--- src/rtl/full_subtractor_hs_pkg.sv ---
// Shared constants for the registered ripple-borrow subtractor.
package full_subtractor_hs_pkg;

  localparam int DEFAULT_WIDTH = 1;

endpackage

--- src/rtl/full_subtractor_hs_if.sv ---
// Operand/result bundle for full_subtractor_hs; ovf exists only with FULL_SUBTRACTOR_HS_OVF_EN.
interface full_subtractor_hs_if #(
  parameter int WIDTH = 1
);
  logic             in_valid;
  logic [WIDTH-1:0] a;
  logic [WIDTH-1:0] b;
  logic             bin;
  logic             out_valid;
  logic [WIDTH-1:0] d;
  logic             bo;
`ifdef FULL_SUBTRACTOR_HS_OVF_EN
  logic             ovf;
`endif

  modport master (
    output in_valid, a, b, bin,
`ifdef FULL_SUBTRACTOR_HS_OVF_EN
    input  ovf,
`endif
    input  out_valid, d, bo
  );

  modport slave (
    input  in_valid, a, b, bin,
`ifdef FULL_SUBTRACTOR_HS_OVF_EN
    output ovf,
`endif
    output out_valid, d, bo
  );
endinterface

--- src/rtl/full_subtractor_hs_half_subtractor.sv ---
// Combinational half subtractor: difference x^y, borrow ~x&y.
module half_subtractor (
  input  logic x_i,
  input  logic y_i,
  output logic hd_o,
  output logic hb_o
);
  assign hd_o = x_i ^ y_i;
  assign hb_o = ~x_i & y_i;
endmodule

--- src/rtl/full_subtractor_hs.sv ---
// Registered ripple-borrow subtractor {bo, d} = a - b - bin, one cycle latency.
// Optional signed-overflow output enabled by FULL_SUBTRACTOR_HS_OVF_EN.
module full_subtractor_hs
  import full_subtractor_hs_pkg::*;
#(
  parameter int WIDTH = DEFAULT_WIDTH
) (
  input logic              clk,
  input logic              rst_n,
  full_subtractor_hs_if.slave bus
);

  logic [WIDTH:0]   borrow;
  logic [WIDTH-1:0] d1, b1, b2, d_next;

  logic [WIDTH-1:0] d_q, d_d;
  logic             bo_q, bo_d;
  logic             valid_q, valid_d;

  assign borrow[0] = bus.bin;

  // Each slice: two half subtractors with their borrows ORed into the next slice.
  for (genvar i = 0; i < WIDTH; i++) begin : g_slice
    half_subtractor u_hs1 (
      .x_i  (bus.a[i]),
      .y_i  (bus.b[i]),
      .hd_o (d1[i]),
      .hb_o (b1[i])
    );
    half_subtractor u_hs2 (
      .x_i  (d1[i]),
      .y_i  (borrow[i]),
      .hd_o (d_next[i]),
      .hb_o (b2[i])
    );
    assign borrow[i+1] = b1[i] | b2[i];
  end

`ifdef FULL_SUBTRACTOR_HS_OVF_EN
  logic ovf_q, ovf_d;
  logic ovf_next;

  assign ovf_next = (bus.a[WIDTH-1] ^ bus.b[WIDTH-1]) & (d_next[WIDTH-1] ^ bus.a[WIDTH-1]);
`endif

  always_comb begin
    d_d     = d_q;
    bo_d    = bo_q;
    valid_d = bus.in_valid;
`ifdef FULL_SUBTRACTOR_HS_OVF_EN
    ovf_d   = ovf_q;
`endif
    if (bus.in_valid) begin
      d_d  = d_next;
      bo_d = borrow[WIDTH];
`ifdef FULL_SUBTRACTOR_HS_OVF_EN
      ovf_d = ovf_next;
`endif
    end
  end

  always_ff @(posedge clk) begin
    if (!rst_n) begin
      d_q     <= '0;
      bo_q    <= 1'b0;
      valid_q <= 1'b0;
`ifdef FULL_SUBTRACTOR_HS_OVF_EN
      ovf_q   <= 1'b0;
`endif
    end else begin
      d_q     <= d_d;
      bo_q    <= bo_d;
      valid_q <= valid_d;
`ifdef FULL_SUBTRACTOR_HS_OVF_EN
      ovf_q   <= ovf_d;
`endif
    end
  end

  assign bus.d         = d_q;
  assign bus.bo        = bo_q;
  assign bus.out_valid = valid_q;
`ifdef FULL_SUBTRACTOR_HS_OVF_EN
  assign bus.ovf       = ovf_q;
`endif

endmodule

--- src/flat_wrapper.sv ---
// flat-port wrapper written by rule: the top's interface ports become plain ports
module full_subtractor_hs_flat import full_subtractor_hs_pkg::*;
#(
  parameter int WIDTH = DEFAULT_WIDTH
)
  (clk, rst_n, bus_in_valid, bus_a, bus_b, bus_bin, bus_out_valid, bus_d, bus_bo);
  full_subtractor_hs_if #(.WIDTH(WIDTH)) bus_i ();
  input logic clk;
  input logic rst_n;
  input wire logic [$bits(bus_i.in_valid)-1:0] bus_in_valid;
  input wire logic [$bits(bus_i.a)-1:0] bus_a;
  input wire logic [$bits(bus_i.b)-1:0] bus_b;
  input wire logic [$bits(bus_i.bin)-1:0] bus_bin;
  output wire logic [$bits(bus_i.out_valid)-1:0] bus_out_valid;
  output wire logic [$bits(bus_i.d)-1:0] bus_d;
  output wire logic [$bits(bus_i.bo)-1:0] bus_bo;
  assign bus_i.in_valid = bus_in_valid;
  assign bus_i.a = bus_a;
  assign bus_i.b = bus_b;
  assign bus_i.bin = bus_bin;
  assign bus_out_valid = bus_i.out_valid;
  assign bus_d = bus_i.d;
  assign bus_bo = bus_i.bo;
  full_subtractor_hs #(.WIDTH(WIDTH)) u_core (.clk(clk), .rst_n(rst_n), .bus(bus_i));
endmodule
--- config.mk ---
export PLATFORM = sky130hd
export DESIGN_NAME = full_subtractor_hs_flat
export DESIGN_NICKNAME = d
export VERILOG_FILES = /design/src/rtl/full_subtractor_hs_pkg.sv /design/src/rtl/full_subtractor_hs_if.sv /design/src/rtl/full_subtractor_hs_half_subtractor.sv /design/src/rtl/full_subtractor_hs.sv /design/src/flat_wrapper.sv
export SDC_FILE = /design/constraint.sdc
export NUM_CORES = 1
export LEC_CHECK = 0
export CORE_AREA = 2 2 39 41
export DETAILED_ROUTE_END_ITERATION = 7
export DIE_AREA = 0 0 41 43
export GPL_ROUTABILITY_DRIVEN = 0
export GPL_TIMING_DRIVEN = 0
export SLEW_MARGIN = 20
export SYNTH_ARGS = -nofsm -noshare
export SYNTH_HDL_FRONTEND = slang
export SYNTH_HIERARCHICAL = 1
export SYNTH_SLANG_ARGS = --single-unit
--- constraint.sdc ---
create_clock -name clk -period 1.7 [get_ports clk]
set_input_delay 0.34 -clock clk [delete_from_list [all_inputs] [get_ports clk]]
set_output_delay 0.34 -clock clk [all_outputs]
set_load 0.02 [all_outputs]
==> impl_metrics.json, run 1 <==
{
  "status": "finished clean",
  "slew_viol_final": 0,
  "setup_viol": 0,
  "cts_max_level": 1,
  "syn_nets": 23,
  "p_comb_share_pct": 18.5,
  "hold_violations": 0,
  "worstRegToRegCells": 2,
  "post-cts-setup-buffers": 0,
  "ios": 9,
  "area_growth_syn_to_layout_pct": 91.8,
  "cp_max_fo": 1,
  "p_per_area_nw_per_um2": 944,
  "crit_family": "buffers and inverters",
  "peakVddDrop_mv": 0.119,
  "max_freq_ghz": 0.640,
  "cellLeakagePower_uw": 0.000123,
  "grt_pass1_vias": 130,
  "syn_avg_cell_area_um2": 9.18,
  "crit_top_cell": "inv_1",
  "syn_inst": 15,
  "ys.warnings.count": 6,
  "rsz0062_at_grt": "false",
  "seqPwrFrac_pct": 31.5,
  "nNetsFinal": 36,
  "finalCritPeriodShare_pct": 92.0,
  "cts_buffer_depth": 2,
  "cpMaxStageDelayCell": "clkdlybuf4s50_1",
  "startpoint_type": "input port",
  "clkLatencyLatePin_ps": 230,
  "cts_num_sinks": 3,
  "grt_overflow": 0,
  "ant_nets": 0,
  "critical_path_class": "in2reg",
  "synth-seq-cells": 3,
  "relSlewSlack_pct": 85.9,
  "hold_depth": 2,
  "cp.required_ps": 1820,
  "avgViaCountPerCell": 3.33,
  "hpwl_um": 238,
  "drive_gt1_share_pct": 14.8,
  "switching_share_pct": 23.4,
  "drc": 0,
  "cts_tree": "yes",
  "wirelength_um": 318,
  "yosysSeqAreaShare_pct": 43.6,
  "grt_max_degree": 5,
  "synth_area_um2": 138,
  "crit_buf_inv": 5,
  "place_ws_ps": -109,
  "antenna_found_initial": 0,
  "hold_slack_ps": 546,
  "power_frac_clock_pct": 50.0,
  "die-area_um2": 1760,
  "die_w_um": 41,
  "cts_resized": 0,
  "period_needed_ps": 1560,
  "cts_hold_buf": 0,
  "worst_pin_slew_ps": 210,
  "fillerInstances": 160,
  "critical_path_depth": 9,
  "fin_worst_skew_ps": 0,
  "worstPathCellList": "clkdlybuf4s50_1, inv_1, ha_1, inv_1, inv_1, ha_1, inv_1, mux2i_1, nor2b_1",
  "io_buffers": 8,
  "internal_power_uw": 191,
  "vias": 143,
  "core_area_um2": 1380,
  "final_common_cell": "clkdlybuf4s50_1",
  "yosys.cell_types.count": 9,
  "p_switching_uw": 58.4,
  "cts_root_buffer": "clkbuf_4",
  "grt_pass1_wl_um": 386,
  "initial_utilization_pct": 9.95,
  "max_stage_delay_ps": 450,
  "dr.pass1.iters": 4,
  "cts_buffers": 3,
  "wl_per_cell_um": 7.40,
  "die_height_um": 43,
  "critPathArrivalTime_ps": 1680,
  "placement_rows": 14,
  "setup_slack_ps": 136,
  "drv_cap": 0,
  "drtIter0Drc": 1,
  "clk_pin_slew_ps": 40,
  "diodes": 0,
  "hold_path.class": "reg2reg",
  "final_cell_mix": "8 x clkdlybuf4s50_1, 4 x inv_1, 3 x clkbuf_4, 3 x dfxtp_1, 2 x ha_1",
  "cp-end-kind": "register",
  "grt_use_total_pct": 4.01
}
==> cells in the mapped netlist, drive strengths merged <==
master	instances	share of area (%)
nor2	1	2.7
ha	2	18
dfxtp	3	44
mux2i	1	7.3
o21ai	1	3.6
a21oi	1	3.6
nor2b	1	4.5
inv	4	11
and2	1	5.5
==> final timing paths <==
kind,startpoint,to,slack (ps)
hold / removal,u_core/bus.d,u_core/bus.d,550
setup reg to reg,u_core/bus.bo,u_core/bus.bo,1060
setup / recovery,bus_a,u_core/bus.d,140
hold reg to reg,u_core/bus.d,u_core/bus.d,550
==> layout make-up <==
type	instances	area, um^2	area share (%)
well taps	16	20.0	7.58
repair buffers	8	80.1	30.3
flip-flops and latches	3	60.1	22.7
clock buffers	4	26.3	9.95
inverters	4	15.0	5.69
multi-input cells	8	62.6	23.7
==> flip-flops by register name, summed over array words and instances (netlist names) <==
signal and count:
u_core/bus.bo 1, u_core/bus.d 1, u_core/bus.out_valid 1
==> per-layer routing <==
metal / wire length, um / global-route usage, % / vias to the layer above
li1: - / - / 69
met1: 114 / 2.56 / 67
met2: 176 / 5.31 / 7
met3: 27 / 0 / 0
met4: 0 / 10.0 / 0
met5: 0 / 0 / -
==> power by group through the flow <==
| stage | sequential [uW] | clock (uW) | combinational (uW) |
|---|---|---|---|
| floorplan | 85.9 | 0 | 13.9 |
| global placement | 79.4 | 0 | 46.0 |
| detailed placement | 79.7 | 0 | 46.6 |
| CTS | 78.7 | 129 | 46.8 |
| global route | 79.1 | 134 | 51.1 |
| finish | 78.4 | 124 | 46.2 |
==> per-stage QoR <==
stage | util, % | total power [uW] | area [um^2] | setup TNS, ps | cells
2_1_floorplan | - | 99.8 | 138 | 0 | 15
3_3_place_gp | 17.2 | 125 | 238 | -95.7 | 39
3_5_place_dp | 17.2 | 126 | 238 | -109 | 39
4_1_cts | 19.1 | 255 | 264 | 0 | 43
5_1_grt | 19.1 | 265 | 264 | 0 | 43
6_report | 19.1 | 249 | 264 | 0 | 43
==> cell families (layout without fill, tap and decap cells) <==
logic type | count (synthesis) | in the layout | share of synthesized area (%)
compound gates | 2 | 2 | 7.27
buf+inv | 4 | 16 | 10.9
mux | 1 | 1 | 7.27
fa+ha+maj | 2 | 2 | 18.2
flops | 3 | 3 | 43.6
simple gates | 3 | 3 | 12.7
==> worst reg2reg max path, delay by kind of cell (launching register included) <==
family	cells	cell delay [ps]
AOI/OAI and AO/OA	2	230
DFF	1	300
Power figures use the tool's default switching activity.
==> inputs of run 2 (changes only) <==
--- a/config.mk
+++ b/config.mk
@@ -5,11 +5,13 @@
 export SDC_FILE = /design/constraint.sdc
 export NUM_CORES = 1
 export LEC_CHECK = 0
+export ABC_AREA = 1
 export CORE_AREA = 2 2 39 41
 export DETAILED_ROUTE_END_ITERATION = 7
 export DIE_AREA = 0 0 41 43
 export GPL_ROUTABILITY_DRIVEN = 0
 export GPL_TIMING_DRIVEN = 0
+export SKIP_CTS_REPAIR_TIMING = 1
 export SLEW_MARGIN = 20
 export SYNTH_ARGS = -nofsm -noshare
 export SYNTH_HDL_FRONTEND = slang
==> run 2 against run 1 <==
Net effect: synthesized area increased by 4.5%; non-clock buffer count unchanged; combinational power is 2% lower; critical path type is now reg2out.
==> impl_metrics.json, run 2 <==
{
  "status": "finished clean",
  "synth_top_cell_by_area": "dfxtp_1",
  "cellLeakagePower_uw": 0.000139,
  "power_uw": 248,
  "setup_viol": 0,
  "core_area_um2": 1380,
  "place_ws_ps": -49.4,
  "p_comb_share_pct": 18.3,
  "syn_avg_cell_area_um2": 7.19,
  "wirelength_um": 294,
  "clkLatencyLatePin_ps": 230,
  "fillerInstances": 165,
  "die_w_um": 41,
  "yosys.area.top_type_share_pct": 41.7,
  "cp_max_fo": 2,
  "fin_cells": 48,
  "cts_buffer_depth": 2,
  "r2r_end": "u_core/bus.d",
  "hold_depth": 2,
  "drive_gt1_share_pct": 9.38,
  "drtIter0Drc": 1,
  "seqPwrFrac_pct": 31.6,
  "period_needed_ps": 1500,
  "cts_root_buffer": "clkbuf_4",
  "synth_ff_type": "dfxtp_1",
  "ys.warnings.count": 6,
  "cts_num_sinks": 3,
  "final-seq-area_um2": 60.1,
  "max_stage_delay_ps": 600,
  "slew_viol_final": 0,
  "reg2reg_slack_ps": 1080,
  "final_util_pct": 19.5,
  "syn_inst": 20,
  "nNetsFinal": 41,
  "yosysSeqAreaShare_pct": 41.7,
  "syn_nets": 28,
  "antenna_found_initial": 0,
  "io_buffers": 8,
  "grt_pass1_wl_um": 434,
  "diodes": 0,
  "cp.required_ps": 1360,
  "final_common_cell": "clkdlybuf4s50_1",
  "ios": 9,
  "hpwl_um": 225,
  "grt_use_total_pct": 4.30,
  "crit_buf_inv": 1,
  "peakVddDrop_mv": 0.108,
  "critical_path_class": "reg2out",
  "power_frac_clock_pct": 50.1,
  "crit_family": "buffers and inverters",
  "synth_most_common_cell": "inv_1",
  "cts_tree": "yes",
  "relSlewSlack_pct": 85.8,
  "vias": 141,
  "dp_cells": 44,
  "rsz0062_at_grt": "false",
  "internal_power_uw": 189,
  "drc": 0,
  "multi_input_area_um2": 57.6,
  "min-delay-start": "u_core/bus.bo",
  "synth-seq-cells": 3,
  "yosys-top-cells-count": "7 x inv_1, 4 x nor2_1, 3 x dfxtp_1",
  "drv_cap": 0,
  "reg2reg_from": "u_core/bus.d",
  "endpoint": "bus_d",
  "grt_max_degree": 6,
  "startpoint_type": "register",
  "synth_edf_count": 0,
  "fin_worst_skew_ps": 0,
  "area_growth_syn_to_layout_pct": 87.8,
  "hold_violations": 0,
  "clk_pin_slew_ps": 40,
  "max_freq_ghz": 0.667,
  "grt_pass1_vias": 138,
  "worstPathCellList": "clkdlybuf4s50_1",
  "die-area_um2": 1760,
  "worst_pin_slew_ps": 213,
  "die_height_um": 43,
  "synth-async-reset-ratio_pct": 0,
  "p_switching_uw": 58.2,
  "yosys.cell_types.count": 7,
  "avgViaCountPerCell": 2.94,
  "hold_path.class": "reg2reg",
  "initial_utilization_pct": 10.4,
  "wl_per_cell_um": 6.13,
  "dr.pass1.iters": 2,
  "cts_buffers": 3,
  "critPathArrivalTime_ps": 1160,
  "p_per_area_nw_per_um2": 916,
  "ant_nets": 0,
  "switching_share_pct": 23.5,
  "placement_rows": 14,
  "setup_slack_ps": 201,
  "ys_top_cells_by_area": "dfxtp_1 42%, inv_1 18%, ha_1 17%",
  "critical_path_depth": 1,
  "final.setup.tns_ps": 0,
  "cp-end-kind": "primary output",
  "final_cell_mix": "8 x clkdlybuf4s50_1, 7 x inv_1, 4 x nor2_1",
  "startpoint": "u_core/bus.d",
  "synth_area_um2": 144,
  "worstRegToRegCells": 2,
  "grt_overflow": 0,
  "cpMaxStageDelayCell": "clkdlybuf4s50_1",
  "finalCritPeriodShare_pct": 88.2,
  "cts_max_level": 1
}
==> run 2: kinds of logic (layout without fill, tap and decap cells) <==
group	Yosys count	count (layout)	share of synthesized area, %
and+or+nand+nor	6	6	15.7
DFF	3	3	41.7
adders and majority gates	2	2	17.4
AOI/OAI and AO/OA	2	2	6.95
buffers and inverters	7	19	18.3
==> run 2: power by group through the flow <==
stage          Clock, uW  Combinational, uW  Sequential [uW]
6_report             124               45.4             78.1
3_5_place_dp           0               46.3             79.5
5_1_grt              141               51.6             78.6
4_1_cts              130               46.5             78.3
3_3_place_gp           0               45.4             79.2
2_1_floorplan          0               14.2             85.7
==> run 2: per-layer routing <==
layer / track usage [%] / wire (um)
met3: 1.57 / 35
met1: 2.23 / 105
met2: 6.56 / 153
met5: 0 / 0
met4: 8.00 / 0
==> run 2: area by class of cell <==
class	count	area share, %
repair buffers	8	29.6
flip-flops and latches	3	22.2
multi-input cells	10	21.3
clock buffers	4	9.72
inverters	7	9.72
well taps	16	7.41
==> run 2: metrics by stage <==
step	hold slack [ps]	cell area, um^2
final	506	270
after global routing	541	270
after CTS	517	270
after detailed placement	509	244
after global placement	485	244
after floorplan	433	144
==> run 2: worst min path at each step <==
stage	to
after floorplan	u_core/bus.out_valid
after global placement	u_core/bus.bo
after detailed placement	u_core/bus.bo
after CTS	u_core/bus.bo
after global routing	u_core/bus.bo
final	u_core/bus.bo
